$ cat src/rtl/alu_pkg.sv
// alu_pkg: shared definitions for the ALU command front end.
//   - opcode encodings understood by the registered ALU
//   - issue FSM state type
package alu_pkg;

    localparam logic [2:0] OP_ADD = 3'd0;
    localparam logic [2:0] OP_SUB = 3'd1;
    localparam logic [2:0] OP_MUL = 3'd2;  // low N bits of the product
    localparam logic [2:0] OP_DIV = 3'd3;
    localparam logic [2:0] OP_SHL = 3'd4;
    localparam logic [2:0] OP_SHR = 3'd5;
    localparam logic [2:0] OP_ROL = 3'd6;
    localparam logic [2:0] OP_ROR = 3'd7;

    typedef enum logic [1:0] {
        IDLE  = 2'd0,
        ISSUE = 2'd1,
        WAIT  = 2'd2,
        DONE  = 2'd3
    } state_t;

endpackage

$ cat src/rtl/alu_cmd_fifo.sv
// alu_cmd_fifo: synchronous FIFO holding ALU commands.
// Ports:
//   clk, rst_n        clock, synchronous active-low reset (empties the FIFO)
//   push, wr_data     write one entry (ignored when full)
//   pop, rd_data      rd_data is the head entry; pop removes it (ignored when empty)
//   count             number of stored entries, 0..DEPTH
// DEPTH must be a power of two (>= 2) so the pointers wrap on overflow.
module alu_cmd_fifo
    import alu_pkg::*;
#(
    parameter int W     = 19,
    parameter int DEPTH = 4
) (
    input  logic                       clk,
    input  logic                       rst_n,
    input  logic                       push,
    input  logic [W-1:0]               wr_data,
    input  logic                       pop,
    output logic [W-1:0]               rd_data,
    output logic [$clog2(DEPTH+1)-1:0] count
);

    localparam int AW = $clog2(DEPTH);
    localparam int CW = $clog2(DEPTH + 1);

    logic [W-1:0]  mem [DEPTH];
    logic [AW-1:0] wr_ptr;
    logic [AW-1:0] rd_ptr;
    logic          do_push;
    logic          do_pop;

    assign do_push = push && (count != CW'(DEPTH));
    assign do_pop  = pop && (count != '0);
    assign rd_data = mem[rd_ptr];

    // Storage needs no reset; count alone decides what is valid.
    always_ff @(posedge clk) begin
        if (do_push) mem[wr_ptr] <= wr_data;
    end

    always_ff @(posedge clk) begin
        if (!rst_n) begin
            wr_ptr <= '0;
            rd_ptr <= '0;
            count  <= '0;
        end else begin
            if (do_push) wr_ptr <= wr_ptr + 1'b1;
            if (do_pop)  rd_ptr <= rd_ptr + 1'b1;
            unique case ({do_push, do_pop})
                2'b10:   count <= count + 1'b1;
                2'b01:   count <= count - 1'b1;
                default: ;
            endcase
        end
    end

endmodule

$ cat src/rtl/alu_issue.sv
// alu_issue: command front end for the registered ALU.
// Ports:
//   clk, rst_n                    clock, synchronous active-low reset
//   cmd_valid/cmd_ready           command handshake; cmd_a, cmd_b, cmd_op payload
//   alu_a, alu_b, alu_instruction operands to the ALU (held between operations)
//   alu_result                    ALU output, valid one cycle after issue
//   res_valid/res_ready           result handshake; res_data, res_op, res_err payload
// Each command spends ISSUE (ALU samples) then WAIT (result valid) before
// being captured, so back-to-back throughput is one result per 3 cycles.
module alu_issue
    import alu_pkg::*;
#(
    parameter int N     = 8,
    parameter int DEPTH = 4
) (
    input  logic         clk,
    input  logic         rst_n,
    input  logic         cmd_valid,
    output logic         cmd_ready,
    input  logic [N-1:0] cmd_a,
    input  logic [N-1:0] cmd_b,
    input  logic [2:0]   cmd_op,
    output logic [N-1:0] alu_a,
    output logic [N-1:0] alu_b,
    output logic [2:0]   alu_instruction,
    input  logic [N-1:0] alu_result,
    output logic         res_valid,
    input  logic         res_ready,
    output logic [N-1:0] res_data,
    output logic [2:0]   res_op,
    output logic         res_err
);

    localparam int W  = 2 * N + 3;
    localparam int CW = $clog2(DEPTH + 1);

    state_t        state;
    logic [CW-1:0] fifo_count;
    logic [W-1:0]  head;
    logic          fifo_empty;
    logic          pop;
    logic [N-1:0]  head_a;
    logic [N-1:0]  head_b;
    logic [2:0]    head_op;
    logic [2:0]    sh_op;
    logic          sh_err;

    assign {head_op, head_b, head_a} = head;
    assign fifo_empty = (fifo_count == '0);

    // Space is judged on the registered count only: a same-cycle pop does
    // not make room for a push.
    assign cmd_ready = rst_n && (fifo_count != CW'(DEPTH));

    // Pop from IDLE, or straight out of DONE when the result is taken.
    assign pop = rst_n && !fifo_empty &&
                 ((state == IDLE) || ((state == DONE) && res_ready));

    alu_cmd_fifo #(
        .W     (W),
        .DEPTH (DEPTH)
    ) u_fifo (
        .clk     (clk),
        .rst_n   (rst_n),
        .push    (cmd_valid && cmd_ready),
        .wr_data ({cmd_op, cmd_b, cmd_a}),
        .pop     (pop),
        .rd_data (head),
        .count   (fifo_count)
    );

    always_ff @(posedge clk) begin
        if (!rst_n) begin
            state           <= IDLE;
            alu_a           <= '0;
            alu_b           <= '0;
            alu_instruction <= '0;
            sh_op           <= '0;
            sh_err          <= 1'b0;
            res_valid       <= 1'b0;
            res_data        <= '0;
            res_op          <= '0;
            res_err         <= 1'b0;
        end else begin
            if (pop) begin
                alu_a           <= head_a;
                alu_b           <= head_b;
                alu_instruction <= head_op;
                sh_op           <= head_op;
                sh_err          <= (head_op == OP_DIV) && (head_b == '0);
            end
            unique case (state)
                IDLE:  if (pop) state <= ISSUE;
                ISSUE: state <= WAIT;
                WAIT: begin
                    // Divide by zero overrides whatever the ALU produced.
                    res_data  <= sh_err ? '1 : alu_result;
                    res_op    <= sh_op;
                    res_err   <= sh_err;
                    res_valid <= 1'b1;
                    state     <= DONE;
                end
                DONE: begin
                    if (res_ready) begin
                        res_valid <= 1'b0;
                        state     <= pop ? ISSUE : IDLE;
                    end
                end
                default: state <= IDLE;
            endcase
        end
    end

endmodule

$ cat config.mk
export PLATFORM = sky130hd
export DESIGN_NAME = alu_issue
export DESIGN_NICKNAME = d
export VERILOG_FILES = /design/src/rtl/alu_pkg.sv /design/src/rtl/alu_cmd_fifo.sv /design/src/rtl/alu_issue.sv
export SDC_FILE = /design/constraint.sdc
export NUM_CORES = 1
export LEC_CHECK = 0
export ABC_AREA = 1
export BUFFER_PORTS_ARGS = -buffer_cell sky130_fd_sc_hd__buf_2
export CAP_MARGIN = 20
export CORE_MARGIN = 4
export CORE_UTILIZATION = 40
export DETAILED_ROUTE_END_ITERATION = 7
export HOLD_SLACK_MARGIN = 0.03
export PLACE_DENSITY_LB_ADDON = 0.3
export SLEW_MARGIN = 30
export SYNTH_ARGS = -nofsm -noshare
export SYNTH_HDL_FRONTEND = slang
export SYNTH_SLANG_ARGS = --single-unit
$ cat constraint.sdc
create_clock -name clk -period 3.7 [get_ports clk]
set_input_delay 0.74 -clock clk [delete_from_list [all_inputs] [get_ports clk]]
set_output_delay 0.74 -clock clk [all_outputs]
set_load 0.03 [all_outputs]
==> results of run 1 <==
-- worst paths after layout --
check	from	to	slack (ns)	cells past startpoint
worst max-delay path	rst_n	cmd_ready	1.44	4
worst min-delay path	u_fifo.rd_ptr[1]	register	0.47	2
worst max register to register	state[0]	u_fifo.count[2]	1.66	12
worst min register to register	u_fifo.rd_ptr[1]	register	0.47	2
-- power by group --
group          internal [W]  total, W  switching (W)
combinational      0.000242  0.000851       0.000610
clock              0.000980   0.00154       0.000565
sequential          0.00158   0.00164      0.0000680
-- kinds of logic after synthesis --
group / share of synthesized area [%]
AOI/OAI and AO/OA: 10.1
and+or+nand+nor: 14.2
DFF: 68.2
adders and majority gates: 2.86
buffers and inverters: 4.67
-- through the flow --
step / power, W / instance area [sq um]
2_1_floorplan: 0.00230 / 4640
3_3_place_gp: 0.00251 / 5080
3_5_place_dp: 0.00253 / 5080
4_1_cts: 0.00408 / 5650
5_1_grt: 0.00428 / 5650
6_report: 0.00404 / 5650
-- routing by layer --
layer / part of all wire (%) / up-vias / global-route usage [%]
met3: 5.3 / 8 / 4.39
met1: 45 / 1513 / 19.5
met4: 1.2 / 0 / 4.80
li1: - / 1623 / -
met5: 0 / - / 0
met2: 48 / 76 / 24.9
-- layout by cell type, fill, tap and decap left out, types with 17 or more instances in the layout --
cell type | Yosys | layout
a21oi_1 | 24 | 24
nand3_1 | 22 | 22
o21ai_0 | 57 | 57
edfxtp_1 | 76 | 76
dfxtp_1 | 44 | 44
clkbuf_16 | 0 | 17
nand2_1 | 72 | 72
nor2_1 | 59 | 59
inv_1 | 24 | 24
buf_2 | 9 | 63
-- flip-flops by register name, indices dropped and copies added (netlist names), 3 cells and up, named ones only --
name and flops:
alu_b 8, res_data 8, u_fifo.count 3, sh_op 3, u_fifo.mem 76, alu_a 8, res_op 3
-- cell type report --
| type | instances | share of cell area (%) |
|---|---|---|
| flip-flops and latches | 120 | 56.0 |
| multi-input cells | 264 | 22.3 |
| clock buffers | 18 | 7.60 |
| repair buffers | 72 | 6.78 |
| well taps | 143 | 3.17 |
| clock inverters | 14 | 2.37 |
| inverters | 27 | 1.79 |
-- worst reg2reg max path: stages (launching register included) --
cell	delay, ns
dfxtp_1	0.37
ha_1	0.20
nand2_1	0.06
inv_1	0.06
nor2_1	0.06
nor2_4	0.11
ha_1	0.14
inv_1	0.07
fa_1	0.38
a21oi_1	0.14
o21ai_0	0.12
o21ai_0	0.16
a21oi_1	0.06
==> key figures, run 1 <==
Global routing
  • Largest net degree at the start of global routing: 40
  • Initial antenna violation count: 0
  • Total GRT Usage: between 10% and 20%
  • Number of global-route vias before repair: between 3000 and 4000
  • Global-route wire length before repair: 15400 microns
  • Grt total ovfl: 0

Timing
  • RSZ-0062 raised after global routing: no
  • Sum Neg Setup Slack: 0 ns
  • Measured slew at the worst slew-check pin: around 0.61 ns
  • Max_slew headroom: ~59%
  • Setup slack after layout: between 1 and 1.5 ns
  • Slew Viols, Final: 0
  • Final Cycle Share: between 60% and 70%
  • Max Fclk: about 440 MHz
  • Tmin final: roughly 2.3 ns
  • Worst Hold Slack: ~0.47 ns
  • Hold Fails Final Rpt: 0
  • Clock Skew: approximately 0.012 ns
  • Setup violations, final: 0

Yosys
  • Post-synth net total: about 470
  • Most used DFF post-synth: edfxtp_1
  • Yosys top cell by area: edfxtp_1
  • Top cells by count, synth: edfxtp_1, nand2_1, nor2_1
  • Cell count after synthesis: roughly 430
  • Syn_area_per_cell: roughly 11 sq um
  • Top post-synthesis cells by area: edfxtp_1, dfxtp_1, o21ai_0, nand2_1, nor2_1
  • Share of the synthesized area in the top cell type: around half
  • Seq cells post-synth: 120
  • Yosys warnings: 0
  • Number of flops mapped to enable cells by yosys: 76
  • Sequential share of the synthesized area: 68.2%
  • Yosys cell types: 21
  • Async set or reset register ratio after synthesis: 0%
  • Mapped Area: between 0.004 and 0.005 sq mm
  • Count leader, synth: edfxtp_1

Routing
  • Routed wire length per instance: between 10 and 15 microns
  • Post-Route WL: about 9500 microns
  • Initial DRC Count: 212
  • # DRC: 0
  • Vias/cell: around 4.9
  • DR vias: roughly 3200
  • Antenna-violating nets left: 0
  • First-pass detailed-route iteration total: 5

Place
  • Post-place setup slack: approximately 1.0 ns
  • GPL Wtd Cong: ~0.8
  • Port bufs: 63
  • Placed instance count: between 600 and 700
  • Dpl hpwl: 5990 microns

Critical path
  • CP endpoint kind: output port
  • Worst path max stage delay: around 0.23 ns
  • Critical path required time: a little under 3 ns
  • Worst setup path class: in2out
  • CP most frequent cell: buf_2
  • Family with the most delay on the worst path: buffers and inverters
  • CP bufs+invs: 3
  • Worst-path fanout max: 15
  • Worst-path cell chain: buf_2 > inv_1 > a21oi_1 > buf_2
  • Startpoint types: input port
  • Slowest CP cell: buf_2
  • Data arrival, critical path: approximately 1.5 ns

Finish
  • Final cell count without fillers: around 660
  • Reg area: approximately 0.0032 sq mm
  • Final core utilization: between 40% and 50%
  • Footprint of the multi-input gates: between 0.001 and 0.0015 sq mm
  • Final #Nets: between 500 and 600
  • Layout area overhead: 21.8%
  • N_diodes: 0
  • Layout cells sized above 1: between 20% and 30%
  • Fillers: 1030

Power and ir drop
  • Leak: about 2.3 nW
  • Maximum vdd drop: between 0.5 and 0.6 mV
  • PwrDens: 715 mW/mm^2

Clock network
  • Root buf cell: clkbuf_16
  • Clock Pin Slew Worst Setup and Hold Paths: approximately 0.060 ns
  • CTS tree: done
  • Number of CTS-inserted buffers: 17
  • Post-CTS setup buffers: 0
  • Clock Sinks: 120
  • Clk Latency, worst-skew pair: about 0.40 ns
  • Cts repair resizes: 0
  • H-tree depth: 4
  • Hold buffers post-CTS: 0
  • Max clock buf depth: 2

Floorplanning
  • Starting density of the core: 40.8%
  • Core Area: around 0.011 sq mm
  • Chip height: around 120 microns
  • IO Count: between 60 and 70
  • Die area: 0.0134 sq mm
  • Die X-Extent: 116 microns
  • Row count: 39

Run status
  • Outcome: complete, no violations

Min path
  • Worst hold path class: reg2reg

Job
  • Max_cap viols: 0
No activity file was read; power rests on OpenSTA's default activity.
==> inputs of run 2 (changes only) <==
==> constraint.sdc (replaced) <==
create_clock -name clk -period 2.35 [get_ports clk]
set_input_delay 0.47 -clock clk [delete_from_list [all_inputs] [get_ports clk]]
set_output_delay 0.47 -clock clk [all_outputs]
set_load 0.03 [all_outputs]
==> run 2 against run 1 <==
- critical path depth increased by 8
- global-route usage hardly changed
- die area did not move
- clock power increased by 49%
- clock-buffer cell count rose by 11
- core utilization is essentially flat
- clock skew down 0.0056 ns
- non-clock buffer count is 1 higher
==> key figures, run 2 (synthesis gave the netlist of run 1 again) <==
Clock network
  • H-tree depth: 4 (unchanged)
  • CTS tree: done
  • Hold buffers post-CTS: 0 (unchanged)
  • Clk Latency, worst-skew pair: 0.40 ns (about the same)
  • Max clock buf depth: 2 (unchanged)
  • Root buf cell: clkbuf_16
  • Clock Pin Slew Worst Setup and Hold Paths: 0.05 ns (about the same)
  • Cts repair resizes: 0 (unchanged)
  • Post-CTS setup buffers: 0 (unchanged)
  • Number of CTS-inserted buffers: 17 (unchanged)
  • Clock Sinks: 120 (unchanged)

Floorplanning
  • Die area: 0.0134 sq mm (unchanged)
  • IO Count: 64 (unchanged)
  • Row count: 39 (unchanged)
  • Die X-Extent: 116 microns (unchanged)
  • Starting density of the core: 40.8% (unchanged)
  • Core Area: 0.0114 sq mm (unchanged)
  • Chip height: 116 microns (unchanged)

Global routing
  • Met3 usage: 5.01% (+0.63 points)
  • Global-route wire length before repair: 15400 microns (-0.40%)
  • Total GRT Usage: 15.1% (about the same)
  • M2 GR Usage: 25.1% (+0.19 points)
  • Initial antenna violation count: 2 (+2)
  • Number of global-route vias before repair: 3136 (-1.3%)
  • Largest net degree at the start of global routing: 39 (-2.5%)
  • Grt met1 use: 18.0% (-1.5 points)
  • Grt total ovfl: 0 (unchanged)
  • Top Usage Layer GRT: met2

Place
  • GPL Wtd Cong: 0.746 (-5.6%)
  • Dpl hpwl: 6080 microns (+1.4%)
  • Port bufs: 63 (unchanged)

Routing
  • Initial DRC Count: 184 (-13%)
  • First-pass detailed-route iteration total: 6 (+1)
  • # DRC: 0 (unchanged)
  • Routed wire length per instance: 14.5 microns (+0.58%)
  • DR vias: 3293 (+2.3%)
  • Post-Route WL: 9540 microns (+0.73%)
  • Antenna-violating nets left: 0 (unchanged)
  • Vias/cell: 5.00 (+2.1%)

Finish
  • Footprint of the multi-input gates: 0.00127 sq mm (+1.1%)
  • Most frequent cells in the layout: edfxtp_1, nand2_1, buf_2, o21ai_0, nor2_1
  • Commonest non-fill, non-tap cell in the layout: edfxtp_1
  • Max FFs per register: 76 (unchanged)
  • Reg area: 0.00316 sq mm (unchanged)
  • Layout cells sized above 1: 20.2% (+0.16 points)
  • Fillers: 999 (-3.0%)
  • Final #Nets: 544 (+0.18%)
  • Final core utilization: 49.6% (about the same)
  • N_diodes: 0 (unchanged)
  • Layout area overhead: 21.7% (about the same)
  • Largest Register: u_fifo.mem

Power and ir drop
  • Leak: 2.28 nW (+0.26%)
  • Maximum vdd drop: 0.498 mV (-15%)
  • PwrDens: 1110 mW/mm^2 (+55%)

Timing
  • Tmin final: just over 2 ns
  • Sum Neg Setup Slack: 0 ns (unchanged)
  • Clock Skew: 0.00633 ns (-0.00565 ns)
  • Measured slew at the worst slew-check pin: 0.640 ns (+0.0320 ns)
  • Hold Fails Final Rpt: 0 (unchanged)
  • Final Cycle Share: 87.2%
  • Slew Viols, Final: 0 (unchanged)
  • Setup violations, final: 0 (unchanged)
  • Worst Hold Slack: 0.279 ns (-0.189 ns)
  • RSZ-0062 raised after global routing: no
  • Max_slew headroom: 57.3% (-2.1 points)
  • Max Fclk: 488 MHz

Critical path
  • Critical path required time: 2.63 ns (-0.33 ns)
  • Startpoint types: register
  • Worst-path fanout max: 3 (-12)
  • CP endpoint kind: register
  • Worst setup path class: reg2reg
  • Data arrival, critical path: 2.33 ns (+0.81 ns)

Min path
  • Worst hold path class: in2reg

Job
  • Max_cap viols: 0 (unchanged)

Run status
  • Outcome: complete, no violations
## run 2: stage by stage
stage	area, sq um	setup slack [ns]	total power (W)	instances
after CTS	5640	0.332	0.00630	659
final	5640	0.302	0.00625	659
after global routing	5640	0.146	0.00659	659
after floorplan	4650	0.200	0.00362	432
after global placement	5110	0.302	0.00396	627
after detailed placement	5110	0.259	0.00400	627
## run 2: critical path, cell delays in order, from the launching register on
cell,delay (ns)
dfxtp_1,0.37
ha_1,0.19
nand2_1,0.06
inv_1,0.06
nor2_1,0.06
nor2_4,0.11
ha_1,0.14
inv_1,0.06
fa_1,0.38
a21oi_1,0.14
o21ai_0,0.11
o21ai_0,0.19
a21oi_1,0.06
## run 2: area by class of cell
type / instances / area share [%]
Clock buffer: 29 / 9.25
Tap cell: 143 / 3.17
Multi-Input combinational cell: 264 / 22.5
Clock inverter: 3 / 0.266
Sequential cell: 120 / 56.1
Timing Repair Buffer: 73 / 6.92
Inverter: 27 / 1.80
## run 2: path summary, 6_finish.rpt
check / start / end / slack [ns] / depth (start not counted)
worst min register to register: res_err / res_err / 0.49 / 2
worst max-delay path: state[1] / u_fifo.count[2] / 0.30 / 12
worst min-delay path: cmd_a[6] / u_fifo.mem[1][6] / 0.28 / 1
worst max register to register: state[1] / u_fifo.count[2] / 0.30 / 12
## run 2: power by group
part / leakage, nW / internal, W / switching, W
Clock: 0.265 / 0.00149 / 0.000807
Combinational: 0.963 / 0.000384 / 0.000974
Sequential: 1.05 / 0.00249 / 0.000113
## run 2: metal layers
metal,wire length [microns],up-vias
li1,-,1622
met4,175,4
met2,4550,100
met5,22,-
met1,4140,1550
met3,646,17
